==> src/rtl/ifm_buf_ctrl_if.sv <==
// Handshake/bus bundle between the IFM window-buffer sequencer and its neighbours
// (layer control, IFM memory, window buffer, PE array).
interface ifm_buf_ctrl_if #(
  parameter int DIM_W = 8
);
  logic             start;
  logic             busy;
  logic             done;
  logic             fetch_en;
  logic [DIM_W-1:0] fetch_row;
  logic [DIM_W-1:0] fetch_col;
  logic [2:0]       ifm_read;
  logic             win_valid;
  logic             win_ready;
  logic [DIM_W-1:0] win_row;
  logic [DIM_W-1:0] win_col;
  logic             win_last;

  modport master (
    input  start, win_ready,
    output busy, done, fetch_en, fetch_row, fetch_col, ifm_read,
           win_valid, win_row, win_col, win_last
  );

  modport slave (
    output start, win_ready,
    input  busy, done, fetch_en, fetch_row, fetch_col, ifm_read,
           win_valid, win_row, win_col, win_last
  );
endinterface

==> src/rtl/ifm_buf_ctrl.sv <==
// Snake-order 3x3 window sequencer: fetch, then buffer command, then window; 3 cycles/window.
// Stalls in WIN while win_ready is low (buffer held by KEEP). IFM_CTRL_PERF_EN adds stall_cnt.
module ifm_buf_ctrl #(
  parameter int IFM_H = 8,
  parameter int IFM_W = 8,
  parameter int DIM_W = 8
) (
  input  logic                 clk,
  input  logic                 rst,
  ifm_buf_ctrl_if.master       bus
`ifdef IFM_CTRL_PERF_EN
  ,
  output logic [31:0]          stall_cnt
`endif
);

  localparam logic [2:0] ALL   = 3'b111;
  localparam logic [2:0] RIGHT = 3'b001;
  localparam logic [2:0] DOWN  = 3'b010;
  localparam logic [2:0] LEFT  = 3'b100;
  localparam logic [2:0] KEEP  = 3'b000;

  localparam logic [2:0] S_IDLE  = 3'd0;
  localparam logic [2:0] S_FETCH = 3'd1;
  localparam logic [2:0] S_LOAD  = 3'd2;
  localparam logic [2:0] S_WIN   = 3'd3;
  localparam logic [2:0] S_DONE  = 3'd4;

  localparam logic [DIM_W-1:0] R_LAST = DIM_W'(IFM_H - 3);
  localparam logic [DIM_W-1:0] C_LAST = DIM_W'(IFM_W - 3);
  localparam logic [DIM_W-1:0] ONE    = DIM_W'(1);

  logic [2:0]       state;
  logic [DIM_W-1:0] r;
  logic [DIM_W-1:0] c;
  logic             dir_right;
  logic [2:0]       cmd;
  logic             last;
  logic             hs;

  // The last window sits at the end of the final row in whichever direction that row runs.
  assign last = (r == R_LAST) && (dir_right ? (c == C_LAST) : (c == '0));
  assign hs   = (state == S_WIN) && bus.win_ready;

  always_ff @(posedge clk) begin
    if (rst) begin
      state     <= S_IDLE;
      r         <= '0;
      c         <= '0;
      dir_right <= 1'b1;
      cmd       <= KEEP;
    end else begin
      case (state)
        S_IDLE: begin
          if (bus.start) begin
            r         <= '0;
            c         <= '0;
            dir_right <= 1'b1;
            cmd       <= ALL;
            state     <= S_FETCH;
          end
        end
        S_FETCH: state <= S_LOAD;
        S_LOAD:  state <= S_WIN;
        S_WIN: begin
          if (hs) begin
            if (last) begin
              state <= S_DONE;
            end else begin
              state <= S_FETCH;
              if (dir_right && (c < C_LAST)) begin
                cmd <= RIGHT;
                c   <= c + ONE;
              end else if (!dir_right && (c != '0)) begin
                cmd <= LEFT;
                c   <= c - ONE;
              end else begin
                cmd       <= DOWN;
                r         <= r + ONE;
                dir_right <= ~dir_right;
              end
            end
          end
        end
        S_DONE:  state <= S_IDLE;
        default: state <= S_IDLE;
      endcase
    end
  end

  // Outputs decode straight from state so a reset cancels any command on the same edge.
  assign bus.busy      = (state != S_IDLE);
  assign bus.done      = (state == S_DONE);
  assign bus.fetch_en  = (state == S_FETCH);
  assign bus.fetch_row = (state == S_FETCH) ? r : '0;
  assign bus.fetch_col = (state == S_FETCH) ? c : '0;
  assign bus.ifm_read  = (state == S_LOAD) ? cmd : KEEP;
  assign bus.win_valid = (state == S_WIN);
  assign bus.win_row   = (state == S_WIN) ? r : '0;
  assign bus.win_col   = (state == S_WIN) ? c : '0;
  assign bus.win_last  = (state == S_WIN) && last;

`ifdef IFM_CTRL_PERF_EN
  always_ff @(posedge clk) begin
    if (rst) begin
      stall_cnt <= '0;
    end else if ((state == S_IDLE) && bus.start) begin
      stall_cnt <= '0;
    end else if ((state == S_WIN) && !bus.win_ready && (stall_cnt != 32'hFFFF_FFFF)) begin
      stall_cnt <= stall_cnt + 32'd1;
    end
  end
`endif

endmodule

==> src/flat_wrapper.sv <==
// flat-port wrapper written by rule: the top's interface ports become plain ports
module ifm_buf_ctrl_flat 
#(
  parameter int IFM_H = 8,
  parameter int IFM_W = 8,
  parameter int DIM_W = 8
)
  (clk, rst, bus_start, bus_win_ready, bus_busy, bus_done, bus_fetch_en, bus_fetch_row, bus_fetch_col, bus_ifm_read, bus_win_valid, bus_win_row, bus_win_col, bus_win_last);
  ifm_buf_ctrl_if #(.DIM_W(DIM_W)) bus_i ();
  input  logic clk;
  input  logic rst;
  input wire logic [$bits(bus_i.start)-1:0] bus_start;
  input wire logic [$bits(bus_i.win_ready)-1:0] bus_win_ready;
  output wire logic [$bits(bus_i.busy)-1:0] bus_busy;
  output wire logic [$bits(bus_i.done)-1:0] bus_done;
  output wire logic [$bits(bus_i.fetch_en)-1:0] bus_fetch_en;
  output wire logic [$bits(bus_i.fetch_row)-1:0] bus_fetch_row;
  output wire logic [$bits(bus_i.fetch_col)-1:0] bus_fetch_col;
  output wire logic [$bits(bus_i.ifm_read)-1:0] bus_ifm_read;
  output wire logic [$bits(bus_i.win_valid)-1:0] bus_win_valid;
  output wire logic [$bits(bus_i.win_row)-1:0] bus_win_row;
  output wire logic [$bits(bus_i.win_col)-1:0] bus_win_col;
  output wire logic [$bits(bus_i.win_last)-1:0] bus_win_last;
  assign bus_i.start = bus_start;
  assign bus_i.win_ready = bus_win_ready;
  assign bus_busy = bus_i.busy;
  assign bus_done = bus_i.done;
  assign bus_fetch_en = bus_i.fetch_en;
  assign bus_fetch_row = bus_i.fetch_row;
  assign bus_fetch_col = bus_i.fetch_col;
  assign bus_ifm_read = bus_i.ifm_read;
  assign bus_win_valid = bus_i.win_valid;
  assign bus_win_row = bus_i.win_row;
  assign bus_win_col = bus_i.win_col;
  assign bus_win_last = bus_i.win_last;
  ifm_buf_ctrl #(.IFM_H(IFM_H), .IFM_W(IFM_W), .DIM_W(DIM_W)) u_core (.clk(clk), .rst(rst), .bus(bus_i));
endmodule
==> config.mk <==
export PLATFORM = sky130hd
export DESIGN_NAME = ifm_buf_ctrl_flat
export DESIGN_NICKNAME = d
export VERILOG_FILES = /design/src/rtl/ifm_buf_ctrl_if.sv /design/src/rtl/ifm_buf_ctrl.sv /design/src/flat_wrapper.sv
export SDC_FILE = /design/constraint.sdc
export NUM_CORES = 1
export LEC_CHECK = 0
export BUFFER_PORTS_ARGS = -buffer_cell sky130_fd_sc_hd__buf_2
export CORE_MARGIN = 2
export CORE_UTILIZATION = 53
export CTS_CLUSTER_DIAMETER = 80
export DETAILED_ROUTE_END_ITERATION = 10
export PLACE_DENSITY = 0.82
export SLEW_MARGIN = 15
export SYNTH_ARGS = -nofsm -noshare
export SYNTH_HDL_FRONTEND = slang
export SYNTH_SLANG_ARGS = --single-unit
==> constraint.sdc <==
create_clock -name clk -period 2.8 [get_ports clk]
set_input_delay 0.42 -clock clk [delete_from_list [all_inputs] [get_ports clk]]
set_output_delay 0.42 -clock clk [all_outputs]
set_load 0.005 [all_outputs]
==> metrics.yaml, run 1 <==
critical_path:
  worstSetupEndpointType: "flip-flop"
  critical_path_required_ns: 3.00
  crit_type: "flip-flop to flip-flop"
  startpoint_type: "flip-flop"
  critPathMaxFanout: 9
  critPathArrivalTime_ns: 2.74
placement:
  place_congestion: 0.890
  dp_hpwl_um: 2910
  port_buffers: 43
yosys:
  yosys.area_share.xor_xnor: 0.0156
  postSynth.asyncResetShare: 0
  netlist_top_cells_count: "and2_1, dfxtp_1, nor2_1"
  synth-simple-area-share: 0.346
  synth_top_area_share: 0.274
  synth_compound_area_frac: 0.215
  synth.avg_cell_area_sq_um: 7.85
  synth-seq-cells: 23
  synth_edf_count: 0
  synthMuxAreaShare: 0.0179
  synth_area_sq_um: 1680
  ys_warn_count: 0
  synthCells: 214
  synthAdderAreaFrac: 0.0715
  synth_area_leaders: "dfxtp_1, and2_1, ha_1, nor2_1, a32o_1"
  synth_nets: 227
  synthDistinctLibCells: 49
  yosysTopAreaCell: "dfxtp_1"
  synth-seq-area-share: 0.274
  synth_most_common_cell: "and2_1"
  synth_top_family_by_area: "simple AND/OR/NAND/NOR gates"
  synth-main-ff-cell: "dfxtp_1"
detailed_routing:
  wl_per_cell_um: 13.6
  routed_wirelength_um: 4050
  dr_total_vias: 1691
  dr.first_iter.drc_count: 71
  dr.pass1.iters: 4
  ant_nets: 0
  vias_per_cell: 5.69
  remaining_drc_errors: 0
final_layout:
  syn2layout_area_growth_pct: 17.7
  fill_cells: 277
  drive_above_1_share: 0.225
  num_antenna_cells: 0
  fin_nets: 267
floorplanning:
  die_w_um: 60.3
  dieArea_sq_um: 3630
  io_pins: 44
  initial_utilization: 0.555
  std_cell_rows: 20
  die_h_um: 60.3
  core-area_sq_um: 3030
min_path:
  hp-class: "input port to flip-flop"
clocking:
  cts_buffer_depth: 2
  cts_hold_buf: 0
  worstSkewPairLatency_ns: 0.31
  cts_max_level: 1
  path_clk_slew_ns: 0.13
  cts-root-buf: "clkbuf_4"
  cts_tree: "built"
  numClockSinks: 23
  numCtsBuffers: 3
sta:
  finalMaxSlewViolations: 0
  grt_setup_unrepaired: "no"
  clock.fmax_ghz: 0.393
  tns_ns: 0
  finClkSkew_ns: 0.00332
  fin_crit_ns: 2.54
  final_hold_viol_count: 0
  slew_headroom: 0.668
  worstMarginPinSlew_ns: 0.498
  setup_violations: 0
  post-route-period-util: 0.909
global_routing:
  grt_antenna_before_repair: 0
  grt_pass1_wl_um: 6220
  grtUsageTotal: 0.223
  grt_start_max_net_pins: 26
  grt_pass1_vias: 1405
  overflow: 0
power_and_ir_drop:
  p_per_area_nw_per_um2: 318
  vdd_ir_drop_max_uv: 129
  finalPower_mw: 0.629
  p_leak_nw: 0.908
outcome:
  status: "finished clean"
run:
  max_cap_viol_count: 0
-- registers in the layout, indices dropped and copies added, names as in the netlist --
signal / count
u_core.r: 8
u_core.state: 3
u_core.cmd: 3
u_core.dir_right: 1
u_core.c: 8
-- through the flow --
step           std cells  utilization  hold WS, ns  setup WS [ns]  cell area [sq um]
3_5_place_dp         293        0.637        0.483          0.236               1930
5_1_grt              297        0.652        0.347         0.0258               1980
3_3_place_gp         293        0.637        0.490          0.381               1930
6_report             297        0.652        0.338          0.255               1980
4_1_cts              297        0.645        0.334          0.208               1950
2_1_floorplan        214            -        0.452          0.504               1680
-- path summary, 6_finish.rpt --
| path | startpoint | end | slack (ns) | cells past startpoint |
|---|---|---|---|---|
| max | u_core.c[3]$_SDFFE_PP0P_ | u_core.c[7]$_SDFFE_PP0P_ | 0.26 | 8 |
| min | bus_win_ready | u_core.state[1]$_SDFFE_PP0P_ | 0.34 | 2 |
| max reg2reg | u_core.c[3]$_SDFFE_PP0P_ | u_core.c[7]$_SDFFE_PP0P_ | 0.26 | 8 |
| min reg2reg | u_core.cmd[0]$_SDFFE_PP0P_ | u_core.cmd[0]$_SDFFE_PP0P_ | 0.51 | 2 |
-- layout make-up --
| class | count | area (sq um) | area share |
|---|---|---|---|
| multi-input cells | 166 | 1140 | 0.577 |
| inverters | 13 | 48.8 | 0.0247 |
| repair buffers | 47 | 245 | 0.124 |
| flip-flops and latches | 23 | 460 | 0.233 |
| well taps | 44 | 55.1 | 0.0279 |
| clock buffers | 4 | 26.3 | 0.0133 |
-- where the power goes --
group | switching, mW | internal (mW) | leakage [nW]
sequential | 0.0123 | 0.338 | 0.187
combinational | 0.0764 | 0.0440 | 0.706
clock | 0.103 | 0.0555 | 0.0150
total | 0.191 | 0.437 | 0.908
-- metal layers --
| layer | wire length (um) | up-vias | share of wire | global-route usage |
|---|---|---|---|---|
| li1 | - | 852 | - | - |
| met5 | 0 | - | 0 | 0 |
| met3 | 150 | 2 | 0.037 | 0.0216 |
| met4 | 28 | 0 | 0.0069 | 0.0603 |
| met1 | 1870 | 801 | 0.46 | 0.273 |
| met2 | 2010 | 36 | 0.49 | 0.411 |
-- cells in the final DEF (no fill, tap or decap), drive strengths merged, types with 4 or more instances in the layout --
| cell type | n |
|---|---|
| buf | 47 |
| and2 | 28 |
| dfxtp | 23 |
| nor2 | 18 |
| inv | 13 |
| nand2 | 12 |
| a21oi | 10 |
| o21ai | 8 |
| ha | 8 |
| nor3 | 7 |
| and3 | 7 |
| nand3 | 7 |
| nor3b | 6 |
| a32o | 6 |
| or3 | 5 |
| nor4 | 5 |
| clkbuf | 4 |
-- what timing repair did --
| action | CTS | global route |
|---|---|---|
| resized for setup | 0 | 2 |
| buffers inserted | 0 | 0 |
| endpoints found under the setup margin | 0 | 1 |
-- worst max-delay path, stage by stage, from the launching register on --
cell and delay, ns:
dfxtp_1 0.40, nor4_4 0.38, nand4_4 0.24, ha_1 0.43
nand3_1 0.12, o2111a_1 0.24, nor3_1 0.28, mux2i_1 0.24
o32ai_1 0.10
-- cell families after synthesis --
group | after synthesis
AND/OR/NAND/NOR | 101
AO/OA/AOI/OAI | 50
buffers and inverters | 25
flip-flops | 23
adder cells (fa/ha/maj) | 9
XOR/XNOR | 3
multiplexers | 3
(Power assumes the default switching activity.)
==> run 2: changes to the inputs <==
CORE_ASPECT_RATIO = 0.75   (was unset)
TNS_END_PERCENT = 1   (was unset)
==> run 2 against run 1 <==
Against the previous run:
- sequential share of layout area increased by 0.10 points
- worst hold slack improved by 0.071 ns
- die area increased by 0.13%
- critical path depth unchanged
- clock power increased by 28%
- first-iteration DRC count increased by 72%
- wire length increased by 4.6%
- final cell count decreased by 2.0%
- highest routed layer unchanged
==> metrics.yaml, run 2 (synthesized netlist as in run 1, its figures left out) <==
sta:
  finClkSkew_ns: 0.00216  # -0.00116 ns
  clock.fmax_ghz: 0.391  # -0.38%
  finalMaxSlewViolations: 0  # unchanged
  grt_setup_unrepaired: "no"
  tns_ns: 0  # unchanged
  fin_crit_ns: 2.55  # +0.00981 ns
  worstMarginPinSlew_ns: 0.472  # -0.0266 ns
  post-route-period-util: 0.912  # +0.00350
  setup_violations: 0  # unchanged
  slew_headroom: 0.686  # +0.0178
  final_hold_viol_count: 0  # unchanged
  setup_ws_ns: 0.246  # -0.00981 ns
critical_path:
  crit_path_top_delay_cell: "ha_1"
  crit_type: "flip-flop to flip-flop"
  critical_path_required_ns: 2.94  # -0.06 ns
  critPathArrivalTime_ns: 2.69  # -0.05 ns
  worstSetupEndpointType: "flip-flop"
  startpoint_type: "flip-flop"
  critPathMaxFanout: 9  # unchanged
  worstPathCellList: "nor4_4 -> nand4_2 -> ha_1 -> nand3_1 -> o2111a_1 -> nor3_1 -> mux2i_1 -> o32ai_1"
  cpPeakStageDelay_ns: 0.47  # +0.04 ns
floorplanning:
  die_h_um: 52.7  # -13%
  initial_utilization: 0.564  # +0.00932
  std_cell_rows: 17  # -15%
  die_w_um: 69.0  # +14%
  dieArea_sq_um: 3640  # +0.13%
  io_pins: 44  # unchanged
  core-area_sq_um: 2980  # -1.7%
final_layout:
  fin_cells: 291  # -2.0%
  final_util: 0.661  # +0.00802
  layout_commonest_cell: "buf_2"
  seq_area_sq_um: 460  # unchanged
  num_antenna_cells: 0  # unchanged
  syn2layout_area_growth_pct: 17.1
  most-common-layout-cells: "buf_2, and2_1, dfxtp_1"
  top_regs: "u_core.c x8, u_core.r x8"
  multi_input_area_sq_um: 1120  # -1.9%
  fin_nets: 267  # unchanged
  fill_cells: 289  # +4.3%
  drive_above_1_share: 0.225  # unchanged
placement:
  place_ws_ns: 0.253  # +0.0171 ns
  port_buffers: 43  # unchanged
  place_congestion: 0.888  # -0.26%
  dpl.cell_count: 287  # -2.0%
  dp_hpwl_um: 3150  # +8.5%
clocking:
  post_cts_buffers: 0  # unchanged
  numCtsBuffers: 3  # unchanged
  worstSkewPairLatency_ns: 0.26  # -0.05 ns
  cts_max_level: 1  # unchanged
  numClockSinks: 23  # unchanged
  cts_buffer_depth: 2  # unchanged
  cts_tree: "built"
  cts-root-buf: "clkbuf_8"
  cts_resized: 0  # unchanged
  cts_hold_buf: 0  # unchanged
  path_clk_slew_ns: 0.08  # -0.05 ns
detailed_routing:
  remaining_drc_errors: 0  # unchanged
  wl_per_cell_um: 14.6  # +6.8%
  dr.first_iter.drc_count: 122  # +72%
  dr.max_layer_used: "met4"
  routed_wirelength_um: 4240  # +4.6%
  dr.pass1.iters: 4  # unchanged
  ant_nets: 0  # unchanged
  met3_length_um: 266  # +77%
  vias_per_cell: 5.87  # +3.1%
  met1_length_um: 2140  # +14%
  wl_met2_um: 1820  # -9.2%
  dr_total_vias: 1708  # +1.0%
outcome:
  status: "finished clean"
run:
  max_cap_viol_count: 0  # unchanged
power_and_ir_drop:
  p_per_area_nw_per_um2: 344  # +8.0%
  p_leak_nw: 0.917  # +0.99%
  vdd_ir_drop_max_uv: 314  # +140%
  finalPower_mw: 0.676  # +7.6%
global_routing:
  grt_start_max_net_pins: 26  # unchanged
  grt_pass1_wl_um: 6790  # +9.1%
  overflow: 0  # unchanged
  grt_antenna_before_repair: 0  # unchanged
  grtUsageTotal: 0.246  # +0.0224
  grt_pass1_vias: 1381  # -1.7%
min_path:
  hp-class: "input port to flip-flop"
## run 2: changes by cell type in the layout (fill, tap and decap cells not counted)
cell	before	now
ha_1	7	8
clkbuf_8	0	3
nand4_2	0	1
clkinv_2	0	1
clkbuf_1	1	0
ha_4	1	0
nand4_4	1	0
clkbuf_4	3	0
## run 2: report_power, final
group	switching, mW	internal (mW)
Sequential	0.0124	0.337
Combinational	0.0788	0.0445
Clock	0.104	0.0992
Total	0.195	0.481
## run 2: layout make-up
class                   instances  area share
well taps                      38      0.0242
clock inverters                 1     0.00254
repair buffers                 47       0.125
inverters                      13      0.0248
multi-input cells             166       0.569
flip-flops and latches         23       0.234
clock buffers                   3      0.0210
## run 2: path summary, 6_finish.rpt
kind / from / endpoint / slack, ns / cells past startpoint
min: bus_win_ready / u_core.state[1]$_SDFFE_PP0P_ / 0.41 / 2
min reg2reg: u_core.cmd[1]$_SDFFE_PP0P_ / u_core.cmd[1]$_SDFFE_PP0P_ / 0.50 / 2
max: u_core.c[3]$_SDFFE_PP0P_ / u_core.c[7]$_SDFFE_PP0P_ / 0.25 / 8
max reg2reg: u_core.c[3]$_SDFFE_PP0P_ / u_core.c[7]$_SDFFE_PP0P_ / 0.25 / 8
## run 2: through the flow
step / instance area [sq um] / hold WS, ns
6_report: 1970 / 0.409
3_3_place_gp: 1920 / 0.469
5_1_grt: 1970 / 0.416
3_5_place_dp: 1920 / 0.483
2_1_floorplan: 1680 / 0.452
4_1_cts: 1970 / 0.405
## run 2: metal layers
metal / up-vias / GRT usage
met2: 49 / 0.345
met5: - / 0
li1: 856 / -
met1: 801 / 0.397
met3: 2 / 0.0409
met4: 0 / 0.0229
## run 2: worst max-delay path, delay by kind of cell (launching register included)
family          cells  cell delay (ns)
flops               1             0.38
fa+ha+maj           1             0.47
mux                 1             0.23
compound gates      2             0.34
simple gates        4             1.02
